## src/rtl/instr_loader_pkg.sv

```systemverilog
// Shared types and default widths for the instruction-memory loader.
package loader_pkg;

  localparam int LDR_ADDR_W  = 3;
  localparam int LDR_INSTR_W = 12;

  typedef enum logic [2:0] {
    IDLE,
    WRITE,
    VERIFY,
    DONE,
    ERR
  } loader_state_t;

endpackage

```

## src/rtl/instr_loader.sv

```systemverilog
// Writes switch words into consecutive instruction-memory slots on each load
// pulse, reads each word back to confirm it, and freezes on done or mismatch.
module instr_loader
  import loader_pkg::*;
#(
  parameter int ADDR_W  = LDR_ADDR_W,
  parameter int INSTR_W = LDR_INSTR_W,
  parameter int DEPTH   = 2**ADDR_W
) (
  input  logic               clk,
  input  logic               reset,
  input  logic               load_pulse,
  input  logic               done_pulse,
  input  logic [INSTR_W-1:0] sw_instr,
  output logic               mem_we,
  output logic [ADDR_W-1:0]  mem_waddr,
  output logic [INSTR_W-1:0] mem_wdata,
  output logic [ADDR_W-1:0]  mem_raddr,
  input  logic [INSTR_W-1:0] mem_rdata,
  output logic [ADDR_W:0]    count,
  output logic               busy,
  output logic               full,
  output logic               err,
  output logic               load_done
);

  localparam logic [ADDR_W:0] DEPTH_C = (ADDR_W+1)'(DEPTH);
  localparam logic [ADDR_W:0] ONE_C   = (ADDR_W+1)'(1);

  loader_state_t      r_state;
  logic [ADDR_W:0]    r_count;
  logic [INSTR_W-1:0] r_wbuf;
  logic               r_we;
  logic [ADDR_W-1:0]  r_waddr;
  logic [ADDR_W-1:0]  r_raddr;
  logic               r_err;
  logic               r_done;
  logic               w_full;

  assign w_full = (r_count == DEPTH_C);

  always_ff @(posedge clk or negedge reset) begin
    if (!reset) begin
      r_state <= IDLE;
      r_count <= '0;
      r_wbuf  <= '0;
      r_we    <= 1'b0;
      r_waddr <= '0;
      r_raddr <= '0;
      r_err   <= 1'b0;
      r_done  <= 1'b0;
    end else begin
      case (r_state)
        IDLE: begin
          r_we <= 1'b0;
          // A load request always consumes a simultaneous done request.
          if (load_pulse) begin
            if (!w_full) begin
              r_wbuf  <= sw_instr;
              r_waddr <= r_count[ADDR_W-1:0];
              r_we    <= 1'b1;
              r_state <= WRITE;
            end
          end else if (done_pulse) begin
            r_done  <= 1'b1;
            r_state <= DONE;
          end
        end
        WRITE: begin
          r_we    <= 1'b0;
          r_raddr <= r_count[ADDR_W-1:0];
          if (!w_full) begin
            r_count <= r_count + ONE_C;
          end
          r_state <= VERIFY;
        end
        VERIFY: begin
          if (mem_rdata == r_wbuf) begin
            r_state <= IDLE;
          end else begin
            r_err   <= 1'b1;
            r_state <= ERR;
          end
        end
        DONE: begin
          r_we <= 1'b0;
        end
        ERR: begin
          r_we <= 1'b0;
        end
        default: begin
          r_we    <= 1'b0;
          r_state <= IDLE;
        end
      endcase
    end
  end

  assign mem_we    = r_we;
  assign mem_waddr = r_waddr;
  assign mem_wdata = r_wbuf;
  assign mem_raddr = r_raddr;
  assign count     = r_count;
  assign full      = w_full;
  assign busy      = (r_state == WRITE) || (r_state == VERIFY);
  assign err       = r_err;
  assign load_done = r_done;

endmodule

```

## config.mk

```make
export PLATFORM = sky130hd
export DESIGN_NAME = instr_loader
export DESIGN_NICKNAME = d
export VERILOG_FILES = /design/src/rtl/instr_loader_pkg.sv /design/src/rtl/instr_loader.sv
export SDC_FILE = /design/constraint.sdc
export NUM_CORES = 1
export LEC_CHECK = 0
export ABC_AREA = 0
export CORE_ASPECT_RATIO = 0.7
export CORE_UTILIZATION = 45
export CTS_CLUSTER_SIZE = 24
export DETAILED_ROUTE_END_ITERATION = 12
export PLACE_DENSITY = 0.84
export SYNTH_ARGS = -nofsm -noshare
export SYNTH_HDL_FRONTEND = slang
export SYNTH_SLANG_ARGS = --single-unit
```

## constraint.sdc

```tcl
create_clock -name clk -period 3.5 [get_ports clk]
set_input_delay 0.35 -clock clk [delete_from_list [all_inputs] [get_ports clk]]
set_output_delay 0.35 -clock clk [all_outputs]
set_load 0.02 [all_outputs]
```

# Word level (Yosys, flattened, before mapping)
# Index checks and enable logic that the tools add are counted.
[word_totals]
reg_bits = 28
inputBits = 28
output_inout_bits = 27
elab_cells = 37
[op_classes]
addsub = 1
eq_ne = 8
n_mux = 8
bitwise = 4
n_reduce_logical = 8
[op_table]
columns = ["operator", "n"]
rows = [
  ["$eq A12 B12 Y1", 1],
  ["$mux W3", 4],
  ["$pmux W3 S4", 1],
  ["$reduce_and A3 Y1", 3],
  ["$eq A3 B2 Y1 const B", 2],
  ["$ne A3 B3 Y1 const B", 2],
  ["$add A4 B1 Y4 const B", 1],
  ["$eq A4 B4 Y1 const B", 1],
  ["$not A1 Y1", 4],
  ["$reduce_and A2 Y1", 2],
  ["$eq A3 B1 Y1 const B", 1],
  ["$eq A3 B3 Y1 const B", 1],
  ["$logic_not A3 Y1", 1],
  ["$mux W1", 2],
  ["$pmux W1 S2", 1],
  ["$reduce_or A2 Y1", 1],
  ["$logic_or A1 B1 Y1", 1],
]

# Logic depth before layout (Yosys ltp)
# Gate-level depths: netlist of run 1.
[depth]
depth_word = 4
depth_mapped = 6
mapped_depth_nobuf = 6

# Least setup slack after synthesis of run 1
# No wires, ideal clock.
[synth_timing]
path_kind = "reg2reg"
from = "register r_count[0], in the netlist count[0]"
to = "register r_state[0]"
arrival_time_ns = 1.583
setup_slack_ns = 1.838
stages_incl_launch_ff = 7
path_buffers = 0
synth_period_minus_slack_ns = 1.662
cell_sequence = "dfrtp_1 > inv_1 > ha_1 > nand3b_2 > inv_1 > a2111o_1 > a21oi_1"
[synth_via]
elab_chain_len = 3
[synth_rtl]
columns = ["element", "line", "text"]
rows = [
  ["start, declared", "instr_loader.sv:31", "logic [ADDR_W:0] r_count;"],
  ["start signal, assigned", "instr_loader.sv:73", "r_count <= r_count + ONE_C;"],
  ["$eq A4 B4 Y1", "instr_loader.sv:40", "assign w_full = (r_count == DEPTH_C);"],
  ["named net full", "instr_loader.sv:22", "output logic full,"],
  ["$ne A3 B3 Y1 (no source line)", "-", ""],
  ["$reduce_and A3 Y1 (no source line)", "-", ""],
  ["end signal, assigned", "instr_loader.sv:44", "r_state <= IDLE;"],
  ["end signal, assigned", "instr_loader.sv:62", "r_state <= WRITE;"],
  ["end signal, assigned", "instr_loader.sv:66", "r_state <= DONE;"],
  ["end, declared", "instr_loader.sv:30", "loader_state_t r_state;"],
]
# The timed path passes the listed nets, and every way through them passes these cells.
# A chain may end at the register's enable or synchronous reset.

# Worst setup path after layout of run 1
[layout_timing]
from = "register r_count[0], in the netlist count[0]"
to = "output port full"
[layout_via]
elab_chain_len = 1
[layout_rtl]
columns = ["element", "line"]
rows = [
  ["$eq A4 B4 Y1", "instr_loader.sv:40"],
  ["end, declared", "instr_loader.sv:22"],
]
# Every way passes these cells.

==> results of run 1 <==
how the worst max path moves through the flow:
stage,startpoint,endpoint,depth (start not counted)
floorplan,count[0],r_state[0],6
global placement,count[0],full,5
detailed placement,count[0],full,5
CTS,count[0],full,5
global route,count[0],full,5
finish,count[0],full,5
metal layers:
layer	GRT usage (%)	vias up	wire, um
met5	0	-	0
met4	5.11	0	12
met3	7.04	2	200
met2	29.5	38	1170
met1	24.4	428	1170
li1	-	457	-
state kept, by name, indices dropped and copies added (netlist names):
signal and count:
mem_raddr 3, count 4, mem_waddr 3, err 1
mem_we 1, mem_wdata 12, load_done 1, r_state 3
logic make-up after synthesis:
family	after synthesis
AOI/OAI and AO/OA	7
xor gates and xnor gates	16
adders and majority gates	2
buffers and inverters	6
DFF	28
muxes	20
and+or+nand+nor	19
cell type report:
type | instances | area (um^2) | share of cell area, %
multi-input combinational | 64 | 588 | 30.1
clock buffer | 4 | 55.1 | 2.82
timing repair buffer | 55 | 548 | 28.1
tap | 36 | 45.0 | 2.31
inverter | 4 | 15.0 | 0.769
sequential | 28 | 701 | 35.9
Yosys cell counts, types with 2 or more instances:
master	count
nor2_1	5
ha_1	2
inv_1	4
mux2_2	18
a41oi_1	2
nor4_1	3
xor2_1	13
dfrtp_1	28
mux2_4	2
nand2_1	3
a21oi_1	3
xnor2_1	3
where the power goes:
group	internal, mW	switching (mW)	total, mW
combinational	0.531	0.424	0.955
sequential	0.478	0.171	0.649
clock	0.101	0.0966	0.197
placed cells by master, fill, tap and decap left out, types with 2 or more instances in the layout:
| master | count |
|---|---|
| dfrtp_1 | 28 |
| inv_1 | 4 |
| clkdlybuf4s50_1 | 54 |
| xnor2_1 | 3 |
| nand2_1 | 3 |
| mux2_2 | 18 |
| a21oi_1 | 3 |
| nor2_1 | 5 |
| xor2_1 | 13 |
| a41oi_1 | 2 |
| nor4_1 | 3 |
| mux2_4 | 2 |
| ha_1 | 2 |
| clkbuf_8 | 4 |
per-stage QoR:
| stage | util [%] | setup WS [ns] | area (um^2) | cells |
|---|---|---|---|---|
| floorplan | - | 1.84 | 1320 | 98 |
| global placement | 68.2 | 1.64 | 1900 | 187 |
| detailed placement | 68.2 | 1.59 | 1900 | 187 |
| CTS | 70.1 | 1.28 | 1950 | 191 |
| global route | 70.1 | 1.17 | 1950 | 191 |
| finish | 70.1 | 1.31 | 1950 | 191 |
critical path, stage by stage (launching register included):
cell	delay [ns]
dfrtp_1	0.46
inv_1	0.09
ha_1	0.16
nand3b_2	0.13
inv_1	0.12
clkdlybuf4s50_1	0.60
==> impl_metrics.csv, run 1 <==
group,metric,value,unit
clock_network,root_buffer,"clkbuf_8",
final_layout,areaGrowthSynthToFinish,47.9,%
clock_network,tritoncts,"done",
synthesis,synthTopCellsByArea,"dfrtp_1 53%, mux2_2 15%, xor2_1 8.6%, mux2_4 2.3%, xnor2_1 2.0%",
worst_setup_path,startpoint_type,"flop",
final_layout,nets,186,
global_routing,grt_max_degree,29,
synthesis,synth_seq_area_share,53.1,%
worst_setup_path,regToRegEndpoint,"mem_waddr[0]",
synthesis,yosys.area.top_type,"dfrtp_1",
synthesis,muxShareOfSynthArea,17.6,%
synthesis,yosys.area_share.simple,10.4,%
synthesis,async_reset_ff_share,100,%
timing,fin_crit,2.19,ns
detailed_routing,drt-total-wl,2560,um
timing,fin_skew,0.000658,ns
timing,final_hold_viol_count,0,
worst_setup_path,critPathKind,"reg2out",
timing,finalSetupViolations,0,
synthesis,synth_xor_area_share,10.6,%
worst_setup_path,regToRegSetupSlack,1.85,ns
synthesis,ys_warn_count,0,
worst_setup_path,crit_required,3.15,ns
clock_network,cts.clk_slew.worst_paths,0.09,ns
clock_network,cts_htree_levels,1,
clock_network,postCtsResizedCells,0,
min_path,min_path_type,"in2async",
synthesis,synthAdderAreaFrac,1.90,%
global_routing,grt_pass1_vias,896,
floorplan,num_rows,16,
detailed_routing,viasPerCell,4.84,
final_layout,fillCellCount,192,
worst_setup_path,cp-end-kind,"primary output",
timing,finalCritPeriodShare,62.5,%
synthesis,synth_top_cell_area_share,53.1,%
pwr,p_leak,0.839,nW
floorplan,dieHeight,47.3,um
flow_run,maxCapViolCount,0,
synthesis,netlist_instances,98,
global_routing,grt_usage,18.6,%
place,portBuffers,54,
timing,fmax,0.458,GHz
timing,maxSlewViolCount,0,
clock_network,holdBufCountCts,0,
worst_setup_path,reg2reg_depth,5,
floorplan,io_pins,55,
final_layout,layout-drive-gt1-share,20.0,%
floorplan,start_util,47.4,%
pwr,power,1.80,mW
timing,grt_setup_unrepaired,"no",
final_layout,diodes,0,
detailed_routing,wl_per_cell,13.4,um
floorplan,core,2780,um^2
timing,setup-tns-final,0,ns
pwr,power_density,923,nW/um^2
clock_network,numClockSinks,28,
global_routing,grt_pass1_wl,4180,um
clock_network,cts_made_buffers,3,
synthesis,ys_seq_elements,28,
synthesis,synth_enable_flop_cells,0,
worst_setup_path,worstReg2RegStart,"count[0]",
timing,fin_hold_ws,0.437,ns
detailed_routing,drtIter0Drc,21,
clock_network,postCtsSetupBuffers,0,
timing,worst_pin_slew,0.503,ns
clock_network,clk_latency,0.27,ns
synthesis,synth_top_family_by_area,"multiplexers",
synthesis,syn_nets,128,
place,hpwl,1970,um
floorplan,die_w,66.7,um
synthesis,synth_compound_area_share,3.98,%
floorplan,die-area,3160,um^2
place,gp_congestion,0.778,
global_routing,overflow,0,
synthesis,netlist-cell-type-count,24,
detailed_routing,drc,0,
run_status,status,"complete, no violations",
synthesis,mappedNetlistArea,1320,um^2
worst_setup_path,crit_fanout,7,
global_routing,grt_antenna_before_repair,0,
synthesis,synth-main-ff-cell,"dfrtp_1",
clock_network,clockBufferDepth,2,
detailed_routing,vias,925,
synthesis,synth_area_per_cell,13.5,um^2
pwr,vdd_drop_max,0.551,mV
worst_setup_path,cp_data_arrival_time,1.84,ns
detailed_routing,firstDrtPassIters,3,
detailed_routing,antenna_left,0,
timing,maxSlewHeadroom,66.1,%
No activity file was read; power rests on OpenSTA's default activity.
==> run 2, diff against run 1 <==
CORE_UTILIZATION = 38   (was 45)
PLACE_DENSITY = 0.75   (was 0.84)
clock period = 1.8 ns   (was 3.5 ns; I/O delays follow)
==> run 2 against run 1 <==
Against the previous run:
- core utilization is 9.2 points lower
- final area rose by 1.0%
- non-clock buffer count increased by 3
- cell count increased by 6.8%
- clock power is 69% higher
- clock-buffer cell count is 1 lower
- total power is 94% higher
- global-route usage fell by 1.7 points
- highest routed layer unchanged
- first-iteration DRC count up 33%
- via count increased by 4.6%
==> impl_metrics.csv, run 2 (synthesis gave the netlist of run 1 again) <==
group,metric,value,unit
run_status,status,"complete, no violations",
pwr,vdd_drop_max,1.07,mV
global_routing,grt_pass1_vias,982,
timing,fin_skew,0.00247,ns
detailed_routing,drc,0,
timing,maxSlewViolCount,0,
timing,fin_crit,1.69,ns
place,dp_cells,201,
clock_network,clockBufferDepth,2,
floorplan,io_pins,55,
global_routing,grt_pass1_wl,4610,um
final_layout,final_common_cell,"clkdlybuf4s50_1",
global_routing,overflow,0,
detailed_routing,drtIter0Drc,28,
worst_setup_path,critPathKind,"reg2out",
worst_setup_path,cp_data_arrival_time,1.51,ns
final_layout,fillCellCount,263,
worst_setup_path,crit_fanout,7,
detailed_routing,wl_per_cell,14.1,um
detailed_routing,met3_wirelength,210,um
timing,finalCritPeriodShare,93.7,%
floorplan,core,3230,um^2
detailed_routing,antenna_left,0,
pwr,p_leak,0.854,nW
timing,grt_setup_unrepaired,"no",
clock_network,root_buffer,"clkbuf_8",
timing,worst_pin_slew,0.487,ns
timing,fmax,0.593,GHz
detailed_routing,vias,968,
timing,finalSetupViolations,0,
floorplan,num_rows,17,
clock_network,cts_htree_levels,1,
detailed_routing,dr_wl_met2,1290,um
floorplan,die_w,72.4,um
global_routing,grt_antenna_before_repair,0,
final_layout,largest_reg_flops,12,
floorplan,start_util,40.8,%
final_layout,diodes,0,
floorplan,dieHeight,51.3,um
timing,setup-tns-final,0,ns
detailed_routing,firstDrtPassIters,4,
clock_network,numClockSinks,28,
final_layout,nets,189,
detailed_routing,viasPerCell,4.75,
global_routing,grt_usage,16.9,%
worst_setup_path,startpoint_type,"flop",
flow_run,maxCapViolCount,0,
worst_setup_path,cp-end-kind,"primary output",
detailed_routing,top_layer,"met4",
final_layout,final_cells,204,
final_layout,layout-drive-gt1-share,21.0,%
pwr,power_density,1770,nW/um^2
timing,fin_hold_ws,0.279,ns
clock_network,clk_latency,0.27,ns
min_path,min_path_type,"in2async",
final_layout,final_util,61.0,%
place,gp_congestion,0.755,
clock_network,tritoncts,"done",
clock_network,cts.clk_slew.worst_paths,0.09,ns
clock_network,cts_made_buffers,3,
final_layout,layout_common_cells,"52 x clkdlybuf4s50_1, 28 x dfrtp_1, 18 x mux2_2",
detailed_routing,drt-total-wl,2880,um
timing,final_hold_viol_count,0,
place,hpwl,2130,um
detailed_routing,wl_met1,1370,um
worst_setup_path,crit_required,1.62,ns
global_routing,grt_max_degree,29,
timing,maxSlewHeadroom,67.2,%
floorplan,die-area,3720,um^2
place,portBuffers,54,
final_layout,areaGrowthSynthToFinish,49.4,%
-- run 2: through the flow --
| step | area [um^2] | power, mW | setup WS (ns) |
|---|---|---|---|
| floorplan | 1320 | 2.34 | 0.138 |
| global placement | 1930 | 3.15 | 0.211 |
| detailed placement | 1930 | 3.20 | 0.150 |
| CTS | 1970 | 3.54 | 0.105 |
| global route | 1970 | 3.73 | 0.0680 |
| finish | 1970 | 3.50 | 0.114 |
-- run 2: layout make-up --
type	instances	area, um^2	area share [%]
clock buffers	3	41.3	2.09
inverters	4	15.0	0.761
multi-input cells	64	588	29.8
flip-flops and latches	28	701	35.5
well taps	47	58.8	2.98
repair buffers	58	568	28.8
-- run 2: metal layers --
| layer | up-vias | global-route usage, % |
|---|---|---|
| met3 | 2 | 6.51 |
| met2 | 38 | 25.4 |
| met1 | 466 | 23.4 |
| met5 | - | 0 |
| met4 | 0 | 2.94 |
| li1 | 462 | - |
-- run 2: worst paths after layout --
path	from	to	slack, ns	cells after the start
setup / recovery	count[2]	full	0.11	3
min in group clk	load_done	load_done	0.50	1
hold / removal	reset	mem_raddr[1]	0.28	2
max in group asynchronous	reset	mem_wdata[4]	1.26	2
hold reg to reg	load_done	load_done	0.50	1
setup reg to reg	count[0]	mem_wdata[7]	0.26	5
-- run 2: report_power, final --
| part | switching [mW] | total (mW) | internal, mW |
|---|---|---|---|
| Sequential | 0.287 | 1.22 | 0.931 |
| Clock | 0.183 | 0.333 | 0.150 |
| Combinational | 0.892 | 1.95 | 1.06 |
| Total | 1.36 | 3.50 | 2.14 |
-- run 2: what timing repair did --
action                                  in CTS  in global routing
endpoints found under the setup margin       2                  0
resized for setup                            2                  0
setup buffers                                0                  0
hold buffers                                 0                  0
-- run 2: critical path, stage by stage, from the launching register on --
cell and delay [ns]:
dfrtp_1 0.46, nand3b_2 0.30, inv_1 0.13, dlygate4sd2_1 0.35
==> run 3, diff against run 2 <==
CORE_UTILIZATION = 42   (was 38)
PLACE_DENSITY = 0.79   (was 0.75)
clock period = 1.85 ns   (was 1.8 ns; I/O delays follow)
==> run 3 against run 2 <==
Against the previous run:
- combinational power about the same
- clock-buffer cell count unchanged
- total power down 2.4%
- clock power down 5%
- non-clock buffer count up 1
- final area down 0.13%
- critical path type unchanged
- largest power group unchanged
==> impl_metrics.csv, run 3 (synthesis gave the netlist of run 1 again) <==
group,metric,value,unit
clock_network,cts_made_buffers,3,
floorplan,start_util,45.8,%
final_layout,largest_reg_flops,12,
floorplan,die_w,69.0,um
final_layout,diodes,0,
timing,maxSlewViolCount,0,
detailed_routing,drt-total-wl,2840,um
clock_network,tritoncts,"done",
clock_network,clockBufferDepth,2,
detailed_routing,viasPerCell,4.99,
pwr,p_leak,0.869,nW
worst_setup_path,critPathKind,"reg2out",
place,gp_congestion,0.752,
pwr,power,3.42,mW
detailed_routing,wl_per_cell,14.6,um
flow_run,maxCapViolCount,0,
worst_setup_path,regToRegSetupSlack,0.32,ns
clock_network,cts.clk_slew.worst_paths,0.09,ns
pwr,vdd_drop_max,1.09,mV
global_routing,grt_max_degree,29,
global_routing,grt_usage,18.5,%
floorplan,die-area,3370,um^2
place,dp_cells,191,
detailed_routing,drtIter0Drc,17,
timing,fmax,0.609,GHz
floorplan,core,2880,um^2
worst_setup_path,crit_required,1.66,ns
clock_network,root_buffer,"clkbuf_8",
final_layout,areaGrowthSynthToFinish,49.2,%
timing,fin_skew,0.00436,ns
timing,setup-tns-final,0,ns
clock_network,clk_latency,0.27,ns
place,portBuffers,54,
timing,fin_crit,1.64,ns
detailed_routing,firstDrtPassIters,3,
detailed_routing,vias,968,
timing,worst_pin_slew,0.455,ns
clock_network,numClockSinks,28,
worst_setup_path,crit_fanout,3,
floorplan,dieHeight,48.9,um
worst_setup_path,cp-end-kind,"primary output",
timing,finalSetupViolations,0,
worst_setup_path,cp_data_arrival_time,1.46,ns
timing,final_hold_viol_count,0,
run_status,status,"complete, no violations",
final_layout,layout_common_cells,"52 x clkdlybuf4s50_1, 28 x dfrtp_1, 18 x mux2_2",
final_layout,final_cells,194,
final_layout,final_common_cell,"clkdlybuf4s50_1",
floorplan,io_pins,55,
detailed_routing,drc,0,
timing,finalCritPeriodShare,88.8,%
final_layout,layout-drive-gt1-share,21.5,%
global_routing,grt_pass1_wl,4920,um
timing,grt_setup_unrepaired,"no",
global_routing,overflow,0,
worst_setup_path,startpoint_type,"flop",
global_routing,grt_antenna_before_repair,0,
timing,maxSlewHeadroom,69.4,%
final_layout,nets,190,
clock_network,cts_htree_levels,1,
place,hpwl,2170,um
floorplan,num_rows,16,
final_layout,final_util,68.3,%
global_routing,grt_pass1_vias,1009,
pwr,power_density,1730,nW/um^2
detailed_routing,antenna_left,0,
timing,fin_hold_ws,0.283,ns
min_path,min_path_type,"in2async",
## run 3: cell types whose count changed in the layout (fill, tap and decap cells not counted), sizes merged
cell	delta
dlygate4sd2	-1
dlymetal6s2s	+1
buf	+1
## run 3: worst paths after layout
path | from | endpoint | depth (start not counted)
max reg2reg | count[0] | mem_waddr[1] | 5
min in group clk | load_done | load_done | 1
min | reset | count[3] | 2
max in group asynchronous | reset | mem_wdata[4] | 2
min reg2reg | load_done | load_done | 1
max | count[0] | full | 5
## run 3: layer usage
layer / vias to the layer above / global-route usage (%) / wire length (um)
li1: 464 / - / -
met1: 465 / 24.8 / 1330
met2: 37 / 29.8 / 1310
met3: 2 / 6.82 / 194
met4: 0 / 2.04 / 7
met5: - / 0 / 0
## run 3: worst max-delay path, stage by stage (launching register included)
cell,delay [ns]
dfrtp_1,0.38
inv_1,0.06
ha_1,0.15
nand3b_2,0.14
inv_1,0.12
dlygate4sd2_1,0.34
## run 3: power breakdown
group,internal [mW],leakage (nW),switching [mW]
Combinational,1.05,0.518,0.885
Clock,0.146,0.0216,0.172
Sequential,0.906,0.330,0.256
Total,2.10,0.869,1.31
## run 3: metrics by stage
step	setup slack (ns)	area, um^2
final	0.208	1970
after global routing	0.0907	1970
after CTS	0.0210	1970
after detailed placement	0.220	1930
after global placement	0.261	1930
after floorplan	0.188	1320
## run 3: what timing repair did
action	in CTS	in global routing
buffers inserted	0	0
hold endpoints to repair	0	0
hold buffers	0	0
resized for setup	1	1
setup endpoints to repair	1	1
## run 3: area by class of cell
class / instances / area [um^2]
clock buffers: 3 / 41.3
repair buffers: 59 / 579
well taps: 36 / 45.0
flip-flops and latches: 28 / 701
inverters: 4 / 15.0
fillers: 230 / 913
multi-input cells: 64 / 588
